### config.mk
export PLATFORM = sky130hd
export DESIGN_NAME = digit_serial_sub
export DESIGN_NICKNAME = d
export VERILOG_FILES = /design/src/rtl/sub_pkg.sv /design/src/rtl/bls_digit.sv /design/src/rtl/digit_serial_sub.sv
export SDC_FILE = /design/constraint.sdc
export NUM_CORES = 1
export LEC_CHECK = 0
export CELL_PAD_IN_SITES_DETAIL_PLACEMENT = 1
export CELL_PAD_IN_SITES_GLOBAL_PLACEMENT = 1
export CORE_MARGIN = 5
export CORE_UTILIZATION = 37
export CTS_CLUSTER_SIZE = 30
export DETAILED_ROUTE_END_ITERATION = 10
export GPL_ROUTABILITY_DRIVEN = 0
export PLACE_DENSITY_LB_ADDON = 0.15
export SLEW_MARGIN = 20
export SYNTH_ARGS = -nofsm -noshare
export SYNTH_HDL_FRONTEND = slang
export SYNTH_SLANG_ARGS = --single-unit
### constraint.sdc
create_clock -name clk -period 3.05 [get_ports clk]
set_clock_uncertainty 0.15 [all_clocks]
set_input_delay 0.915 -clock clk [delete_from_list [all_inputs] [get_ports clk]]
set_output_delay 0.915 -clock clk [all_outputs]
set_load 0.03 [all_outputs]
### src/rtl/sub_pkg.sv
// Shared definitions for the digit-serial subtractor: FSM state encoding and
// default datapath geometry.
package sub_pkg;

    localparam int DEF_WIDTH = 16;
    localparam int DEF_DIGIT = 4;

    typedef enum logic [1:0] {
        IDLE = 2'd0,
        RUN  = 2'd1,
        DONE = 2'd2
    } state_t;

endpackage

### src/rtl/bls_digit.sv
// One DIGIT-bit borrow-lookahead subtractor slice (purely combinational).
// d = x - y - bin over DIGIT bits, bout = borrow out of the slice.
module bls_digit
    import sub_pkg::*;
#(
    parameter int DIGIT = DEF_DIGIT
) (
    input  logic [DIGIT-1:0] x,
    input  logic [DIGIT-1:0] y,
    input  logic             bin,
    output logic [DIGIT-1:0] d,
    output logic             bout
);

    // Bit i generates a borrow when x=0,y=1 and passes an incoming borrow when x==y.
    logic [DIGIT-1:0] g;
    logic [DIGIT-1:0] p;
    logic [DIGIT:0]   b;
    logic             acc;
    logic             run;

    assign g = ~x & y;
    assign p = ~(x ^ y);

    // Each borrow is a flat sum of products over lower generates, so no bit waits on its neighbour.
    always_comb begin
        b    = '0;
        acc  = 1'b0;
        run  = 1'b1;
        b[0] = bin;
        for (int i = 0; i < DIGIT; i++) begin
            acc = 1'b0;
            run = 1'b1;
            for (int j = i; j >= 0; j--) begin
                acc = acc | (run & g[j]);
                run = run & p[j];
            end
            b[i+1] = acc | (run & bin);
        end
    end

    assign d    = x ^ y ^ b[DIGIT-1:0];
    assign bout = b[DIGIT];

endmodule

### src/rtl/digit_serial_sub.sv
// Digit-serial subtractor: D = X - Y - Bin, one DIGIT-bit slice per RUN cycle,
// LSB slice first, borrow carried between slices in a register.
// Handshake: start is sampled only in IDLE/DONE; the accepting edge latches
// X/Y/Bin. busy is high for the N = WIDTH/DIGIT RUN cycles; done is a one-cycle
// pulse when D/Bout (and V) become valid; results hold until the next accepted start.
// Optional feature: define DIGIT_SERIAL_SUB_OVERFLOW_EN to add the overflow output V.
module digit_serial_sub
    import sub_pkg::*;
#(
    parameter int WIDTH = DEF_WIDTH,
    parameter int DIGIT = DEF_DIGIT
) (
    input  logic             clk,
    input  logic             rst,
    input  logic             start,
    input  logic [WIDTH-1:0] X,
    input  logic [WIDTH-1:0] Y,
    input  logic             Bin,
    output logic             busy,
    output logic             done,
    output logic [WIDTH-1:0] D,
    output logic             Bout,
    output state_t           state_dbg
`ifdef DIGIT_SERIAL_SUB_OVERFLOW_EN
    ,
    output logic             V
`endif
);

    localparam int N     = WIDTH / DIGIT;
    localparam int CNT_W = (N > 1) ? $clog2(N) : 1;
    localparam logic [CNT_W-1:0] LAST = CNT_W'(N - 1);

    // Stop elaboration on a geometry that cannot be split into whole slices.
    if (DIGIT < 1 || DIGIT > WIDTH || (WIDTH % DIGIT) != 0) begin : g_bad_cfg
        $error("digit_serial_sub: illegal WIDTH/DIGIT combination");
    end

    state_t           state;
    logic [WIDTH-1:0] x_r;
    logic [WIDTH-1:0] y_r;
    logic             borrow_r;
    logic [CNT_W-1:0] cnt;
    logic [DIGIT-1:0] x_s;
    logic [DIGIT-1:0] y_s;
    logic [DIGIT-1:0] d_s;
    logic             b_s;

    assign x_s       = x_r[cnt*DIGIT +: DIGIT];
    assign y_s       = y_r[cnt*DIGIT +: DIGIT];
    assign state_dbg = state;

    bls_digit #(.DIGIT(DIGIT)) u_slice (
        .x    (x_s),
        .y    (y_s),
        .bin  (borrow_r),
        .d    (d_s),
        .bout (b_s)
    );

    // Control FSM and datapath registers; reset wins over start and aborts any operation.
    always_ff @(posedge clk) begin
        if (rst) begin
            state    <= IDLE;
            busy     <= 1'b0;
            done     <= 1'b0;
            D        <= '0;
            Bout     <= 1'b0;
            x_r      <= '0;
            y_r      <= '0;
            borrow_r <= 1'b0;
            cnt      <= '0;
`ifdef DIGIT_SERIAL_SUB_OVERFLOW_EN
            V        <= 1'b0;
`endif
        end else begin
            case (state)
                IDLE, DONE: begin
                    done <= 1'b0;
                    if (start) begin
                        state    <= RUN;
                        busy     <= 1'b1;
                        x_r      <= X;
                        y_r      <= Y;
                        borrow_r <= Bin;
                        cnt      <= '0;
                    end else begin
                        state <= IDLE;
                    end
                end
                RUN: begin
                    D[cnt*DIGIT +: DIGIT] <= d_s;
                    borrow_r              <= b_s;
                    if (cnt == LAST) begin
                        state <= DONE;
                        busy  <= 1'b0;
                        done  <= 1'b1;
                        Bout  <= b_s;
`ifdef DIGIT_SERIAL_SUB_OVERFLOW_EN
                        // The last slice holds the MSB of the difference.
                        V     <= (x_r[WIDTH-1] ^ y_r[WIDTH-1]) & (d_s[DIGIT-1] ^ x_r[WIDTH-1]);
`endif
                    end else begin
                        cnt <= cnt + 1'b1;
                    end
                end
                default: begin
                    state <= IDLE;
                    busy  <= 1'b0;
                    done  <= 1'b0;
                end
            endcase
        end
    end

endmodule

Yosys cells after proc, flatten, opt, wreduce, memory -nomap -nowiden
Index checks and enable logic that the tools add are counted.

operators by class
  $add $sub $neg = 2
  multipliers = 0
  div/mod/pow operators = 0
  magnitude comparators = 0
  equal/unequal tests = 6
  shift operators = 4
  mux-type cells = 12
  bitwise logic cells = 32
  reductions and logical operators = 9

operator list
  kind                       count
  $neg A4 Y34                1
  $shift A4 B34 Y16 const A  1
  $shiftx A4 B34 Y16         1
  $shiftx A16 B5 Y4          2
  $and A1 B1 Y1              16
  $bwmux W16                 1
  $or A1 B1 Y1               10
  $not A4 Y4                 2
  $pmux W2 S2                2
  $reduce_and A2 Y1          4
  $xor A4 B4 Y4              2
  $mux W2                    3
  $ne A2 B2 Y1 const B       3
  $and A4 B4 Y4              1
  $eq A2 B2 Y1 const B       2
  $mux W1                    4
  $pmux W1 S2                2
  $reduce_or A2 Y1           2
  $reduce_and A3 Y1          1
  $add A2 B1 Y2 const B      1
  $eq A2 B1 Y1 const B       1
  $logic_not A2 Y1           1
  $reduce_bool A2 Y1         1
  $not A1 Y1                 1

word-level totals
  register bits after elaboration = 56
  latch bits = 0
  bits in writable memories = 0
  memory bits (read-only) = 0
  input bits = 36
  memories kept = 0

Depth between registers and ports, before layout
Gate-level depths: netlist of run 1.

  word-level depth = 10
  gate-level depth with buffers = 9

Cells and area by module
A second synthesis of run 1 with hierarchy kept.

second synthesis, totals
  cell total of the unflattened synthesis = 279
  area, all modules = 2479.9 µm²

by module, submodules not included
  module            times used  cells an instance  area an instance (µm²)
  digit_serial_sub  1           252                2279.7
  bls_digit         1           27                 200.2

Least setup slack after synthesis of run 1
No wires, ideal clock.

  kind = register -> register
  from = reg cnt[0]
  to = reg D[7]
  data arrival time = 2.224 ns
  required time = 2.769 ns
  setup slack = 0.546 ns
  stages on the path, launching flop included = 9
  buffers on the path = 2
  clock period less this slack = 2.504 ns
  cells stage by stage = dfxtp_1 -> clkbuf_2 -> buf_6 -> mux4_2 -> ha_1 -> a41o_1 -> a21oi_2 -> xnor2_1 -> o31ai_1

on the way
  longest elaborated chain between the ends = 10
  elaborated cells between the ends (all ways) = 26

ends and longest elaborated chain
  element                                               line                                               text
  start: declaration                                    digit_serial_sub.sv:43                             logic [CNT_W-1:0] cnt;
  start signal: assignment                              digit_serial_sub.sv:104                            cnt <= cnt + 1'b1;
  $shiftx A16 B5 Y4 (on tied branches)                  digit_serial_sub.sv:49, digit_serial_sub.sv:50
  $xor A4 B4 Y4 / $not A4 Y4 (equally long branches)    bls_digit.sv:23, bls_digit.sv:42, bls_digit.sv:22
  $not A4 Y4 / $and A4 B4 Y4 (equally long branches)    bls_digit.sv:23, bls_digit.sv:22
  $and A1 B1 Y1 (on tied branches)                      bls_digit.sv:35, bls_digit.sv:36
  $or A1 B1 Y1 (tied with other cells)                  bls_digit.sv:35                                    acc = acc | (run & g[j]);
  $or A1 B1 Y1 / $and A1 B1 Y1 (equally long branches)  bls_digit.sv:35, bls_digit.sv:38
  $or A1 B1 Y1                                          bls_digit.sv:38                                    b[i+1] = acc | (run & bin);
  $xor A4 B4 Y4                                         bls_digit.sv:42                                    assign d = x ^ y ^ b[DIGIT-1:0];
  $shiftx A4 B34 Y16                                    digit_serial_sub.sv:92                             D[cnt*DIGIT +: DIGIT] <= d_s;
  $bwmux W16 (*)                                        digit_serial_sub.sv:92
  end signal: indexed assignment                        digit_serial_sub.sv:92
  end: declaration                                      digit_serial_sub.sv:21                             output logic [WIDTH-1:0] D,

Every way passes the cells marked *; elsewhere a longest branch is shown, timed or not.
A chain may end at the register's enable or synchronous reset.

Worst setup path in the final report of run 1
  from = reg cnt[0]
  to = reg D[3]

Same word-level chain as after synthesis.

==> results of run 1 <==
## registers in the layout, summed over array words and instances, names as in the netlist
register,flops
Bout,1
D,16
borrow_r,1
busy,1
cnt,2
done,1
state_dbg,2
x_r,16
y_r,16
## cell usage after synthesis, drive strengths merged
cell type | count | area (um^2)
a311oi | 1 | 8.76
and4bb | 1 | 12.5
or3 | 2 | 13.8
a41o | 1 | 10.0
o21ai | 1 | 5.00
nor2 | 15 | 56.3
nand2b | 3 | 18.8
a21oi | 39 | 199
or4 | 1 | 11.3
dfxtp | 56 | 1120
o31ai | 8 | 70.1
nor3 | 2 | 10.0
a2bb2oi | 8 | 70.1
xnor2 | 3 | 26.3
nand3b | 8 | 60.1
ha | 10 | 125
and2b | 2 | 15.0
nand4 | 1 | 6.26
clkbuf | 9 | 35.0
fa | 1 | 20.0
nand3 | 3 | 15.0
inv | 8 | 30.0
mux2i | 1 | 10.0
mux4 | 8 | 180
nand2 | 70 | 263
a21o | 2 | 15.0
o21ba | 1 | 10.0
buf | 10 | 58.8
## worst min path at each step
stage | from | endpoint | slack (ns) | cells past startpoint
2_1_floorplan | x_r[10] | x_r[10] | 0.28 | 2
3_3_place_gp | x_r[14] | x_r[14] | 0.29 | 2
3_5_place_dp | x_r[13] | x_r[13] | 0.30 | 2
4_1_cts | x_r[13] | x_r[13] | 0.31 | 2
5_1_grt | x_r[13] | x_r[13] | 0.33 | 2
6_report | x_r[13] | x_r[13] | 0.31 | 2
## layer usage
layer,track usage,vias up
met5,0,-
met4,0.0446,0
met3,0.0319,4
met2,0.272,33
met1,0.179,1010
li1,-,1037
## metrics by stage
step / hold slack (ns) / util
global route: 0.331 / 0.495
floorplan: 0.283 / -
CTS: 0.313 / 0.495
global placement: 0.292 / 0.478
finish: 0.309 / 0.495
detailed placement: 0.299 / 0.478
## logic make-up after synthesis
group	count (synthesis)	share of synthesized area
muxes	9	0.0768
xor gates and xnor gates	3	0.0106
AOI/OAI and AO/OA	61	0.157
buffers and inverters	27	0.0500
and+or+nand+nor	108	0.195
DFF	56	0.453
adders and majority gates	11	0.0586
## where the power goes
part	internal [uW]	switching [uW]	leakage (uW)
logic	149	156	0.000677
registers	767	28.5	0.000457
clock network	244	239	0.0000552
total	1160	424	0.00119
## placed cells by master, fill, tap and decap left out, types with 2 or more instances in the layout
cell / synthesis / layout
a21o_1: 2 / 2
a21oi_1: 38 / 38
nand3b_1: 8 / 8
mux4_2: 8 / 8
a2bb2oi_1: 8 / 8
ha_1: 10 / 10
nor3_1: 2 / 2
nand3_1: 3 / 3
clkbuf_8: 0 / 5
dfxtp_1: 56 / 56
and2b_1: 2 / 2
o31ai_1: 6 / 6
buf_4: 1 / 5
o31ai_2: 2 / 2
clkdlybuf4s50_1: 0 / 55
inv_1: 8 / 8
nand2b_1: 3 / 3
nor2_1: 15 / 15
nand2_1: 70 / 70
xnor2_1: 3 / 3
## critical path: stages (launching register included)
cell	delay, ns
dfxtp_1	0.61
mux4_2	0.57
ha_1	0.35
a41o_1	0.26
a21oi_2	0.15
xnor2_1	0.16
o31ai_1	0.27
## area by class of cell
type / instances / area (um^2)
inverters: 8 / 30.0
multi-input cells: 192 / 1230
flip-flops and latches: 56 / 1120
repair buffers: 61 / 593
fillers: 753 / 3240
clock inverters: 2 / 35.0
well taps: 77 / 96.3
clock buffers: 6 / 72.6
==> run metrics, run 1 <==
first-pass GRT wire length 10200 um; antenna violations before repair 0; I/O pin cnt 57; Distinct cells, synth 34; met1 wire length 2750 um; unrepaired setup endpoints after global routing false; post-synthesis sequential area ratio 0.453; share of cells above drive strength 1 0.0862; Crit. End Element register; Worst setup startpoint cnt[0]; nets@finish 371; clock sink count 56; post-route ant nets 0; P_leak 0.00119 uW; Mapped Area 0.00248 mm^2; row count 29; Initial Util 0.386; pre-CTS setup slack 0.429 ns; CTS HTree Levels 2; Crit Path Max Fanout 8; dpl cells 394; largest net degree at the start of global routing 34; Non-Filler Instances 402; Initial DRC Count 56; r2r startpoint cnt[0]; post-CTS sizing 0; Die Area 0.00843 mm^2; routed vias 2084; hold_buf cts 0; Area Growth Syn to Fin 28.4%; crit path DAT 2.68 ns; WS Path Type register to register; PD cells 498 mW/mm^2; Yosys Warn Count 0; synthesized flop and latch total 56; Die X 91.8 um; startpoint types register; TritonCTS clock tree built; Setup-failing EPs final 0; Worst Reg-to-Reg Cells 6; final worst setup slack 0.444 ns; maximum vdd drop 0.211 mV; Final period util 0.854; Port Buf Inserts 56; root buffer selected by CTS clkbuf_8; Num CTS Buffers 5; # DRC 0; Max Slew Vio Count 0; total grt overflow 0; hold crit path type register to register; Max Used Layer met4; Mapped Nets 322; routed length per instance 15.3 um; final hold vios 0; Post-Syn Instances 275; Total GRT Usage 0.151; Met2 Wirelength 3120 um; status complete, no violations; required time worst endpoint 3.12 ns; chip height 91.8 um; setup TNS 0 ns; clock tree buffer depth 2; Setup crit end D[3]; Syn Area/Cell 9.00 um^2; Post-CTS Setup Inserts 0; Tmin final 2.61 ns; antenna diode count 0; hpwl dp 4680 um; # Max-Cap Violations 0; First-pass DRT Iterations 6; number of global-route vias before repair 2128; Clock Pin Slew Worst Setup and Hold Paths 0.09 ns; r2r setup slk 0.44 ns; met3 layer wire length in the routed design 234 um; Pwr Total 1580 uW; FF-to-FF End D[3]; Slew headroom 0.655; design area 0.00318 mm^2; clock latency on the worst-skew pair 0.31 ns; Post-DP Area 0.00307 mm^2; worst slew pin tran 0.514 ns; via/cell ratio 5.18; final wirelength 6170 um; core area 0.00642 mm^2; maximum clock rate 0.384 GHz
No activity file was read; power rests on OpenSTA's default activity.
==> run 2, diff against run 1 <==
--- a/config.mk
+++ b/config.mk
@@ -12,6 +12,7 @@
 export CTS_CLUSTER_SIZE = 30
 export DETAILED_ROUTE_END_ITERATION = 10
 export GPL_ROUTABILITY_DRIVEN = 0
+export HOLD_SLACK_MARGIN = 0.1
 export PLACE_DENSITY_LB_ADDON = 0.15
 export SLEW_MARGIN = 20
 export SYNTH_ARGS = -nofsm -noshare
==> results of run 2 <==
No change in the layout: final DEF, timing and power equal those of run 1.
==> run 3, diff against run 2 <==
==> constraint.sdc (replaced) <==
create_clock -name clk -period 2.5 [get_ports clk]
set_clock_uncertainty 0.15 [all_clocks]
set_input_delay 0.75 -clock clk [delete_from_list [all_inputs] [get_ports clk]]
set_output_delay 0.75 -clock clk [all_outputs]
set_load 0.03 [all_outputs]
==> run metrics, run 3 (synthesis gave the netlist of run 1 again) <==
setup TNS 0 ns; Post-CTS Setup Inserts 0; P_leak 0.00121 uW; nets@finish 372; Crit Path Max Fanout 9; FF-to-FF End D[3]; Final period util 0.948; hold path cells 2; Initial Util 0.386; hpwl dp 4720 um; first-pass GRT wire length 10300 um; Slew headroom 0.437; crit path DAT 2.45 ns; r2r setup slk 0.13 ns; # Max-Cap Violations 0; First-pass DRT Iterations 4; Clock Pin Slew Worst Setup and Hold Paths 0.11 ns; final hold vios 0; clock sink count 56; Total GRT Usage 0.153; root buffer selected by CTS clkbuf_8; total grt overflow 0; status complete, no violations; Num CTS Buffers 5; required time worst endpoint 2.58 ns; share of cells above drive strength 1 0.113; most frequent cells in the layout nand2_1, dfxtp_1, clkdlybuf4s50_1; r2r startpoint cnt[0]; row count 29; footprint of the multi-input gates 0.00126 mm^2; hold path start y_r[5]; post-route ant nets 0; Layout fillers 755; Tmin final 2.37 ns; number of global-route vias before repair 2050; Hold Path End y_r[5]; Die X 91.8 um; unrepaired setup endpoints after global routing false; # DRC 0; WS Path Type register to register; routed length per instance 15.7 um; routed vias 2064; antenna violations before repair 0; final worst setup slack 0.131 ns; maximum vdd drop 0.213 mV; antenna diode count 0; Max Slew Vio Count 0; maximum clock rate 0.422 GHz; PD cells 582 mW/mm^2; clock latency on the worst-skew pair 0.31 ns; startpoint types register; biggest regs D: 16 flops, x_r: 16 flops, y_r: 16 flops; CTS HTree Levels 2; sequential cell area 0.00112 mm^2; worst slew pin tran 0.845 ns; clock tree buffer depth 2; Port Buf Inserts 56; Worst Reg-to-Reg Cells 8; Crit. End Element register; largest net degree at the start of global routing 49; Setup-failing EPs final 0; core area 0.00642 mm^2; Die Area 0.00843 mm^2; Area Growth Syn to Fin 30.8%; hold crit path type register to register; most common cell after layout, fill and taps aside nand2_1; chip height 91.8 um; Initial DRC Count 92; pre-CTS setup slack 0.0107 ns; via/cell ratio 5.12; I/O pin cnt 57; TritonCTS clock tree built; final wirelength 6350 um
## run 3: worst max path at each step
stage	startpoint	to	slack, ns	cells after the start
2_1_floorplan	cnt[0]	D[7]	0.02	8
3_3_place_gp	cnt[0]	D[3]	0.1	7
3_5_place_dp	cnt[0]	D[3]	0.01	8
4_1_cts	cnt[0]	D[3]	0.04	8
5_1_grt	cnt[0]	D[3]	0.003	8
6_report	cnt[0]	D[3]	0.13	8
## run 3: worst max-delay path, stage by stage, from the launching register on
cell and delay (ns):
dfxtp_2 0.37, buf_12 0.14, mux4_2 0.49, inv_1 0.07
ha_2 0.30, a41o_1 0.23, a21oi_2 0.17, xnor2_2 0.13
o31ai_1 0.23
## run 3: final cells by class
| cell class | count | share of cell area |
|---|---|---|
| multi-input cells | 192 | 0.390 |
| clock buffers | 5 | 0.0212 |
| repair buffers | 62 | 0.197 |
| flip-flops and latches | 56 | 0.346 |
| clock inverters | 3 | 0.00579 |
| well taps | 77 | 0.0297 |
| inverters | 8 | 0.00927 |
## run 3: layer usage
layer  vias up  track usage  part of all wire
li1       1041            -                 -
met1       978        0.189              0.46
met2        38        0.271              0.49
met3         7       0.0303             0.038
met4         0       0.0408            0.0099
met5         -            0                 0
## run 3: timing repair
item                                   CTS  global route
hold buffers                             0             0
endpoints found under the hold margin    0             0
setup endpoints to repair                2             9
gates resized for setup                  1             6
## run 3: power by group
group | leakage, uW | total (uW) | internal (uW) | switching (uW)
sequential | 0.000458 | 967 | 936 | 31.4
clock | 0.0000479 | 507 | 197 | 311
combinational | 0.000706 | 410 | 207 | 203
total | 0.00121 | 1880 | 1340 | 545
## run 3: metrics by stage
| step | hold WS [ns] | std cells | total power, uW | util | instance area [um^2] |
|---|---|---|---|---|---|
| 4_1_cts | 0.318 | 403 | 1890 | 0.500 | 3210 |
| 3_5_place_dp | 0.303 | 395 | 1380 | 0.485 | 3120 |
| 3_3_place_gp | 0.291 | 395 | 1370 | 0.485 | 3120 |
| 2_1_floorplan | 0.283 | 275 | 1230 | - | 2480 |
| 5_1_grt | 0.340 | 403 | 1980 | 0.504 | 3240 |
| 6_report | 0.314 | 403 | 1880 | 0.504 | 3240 |
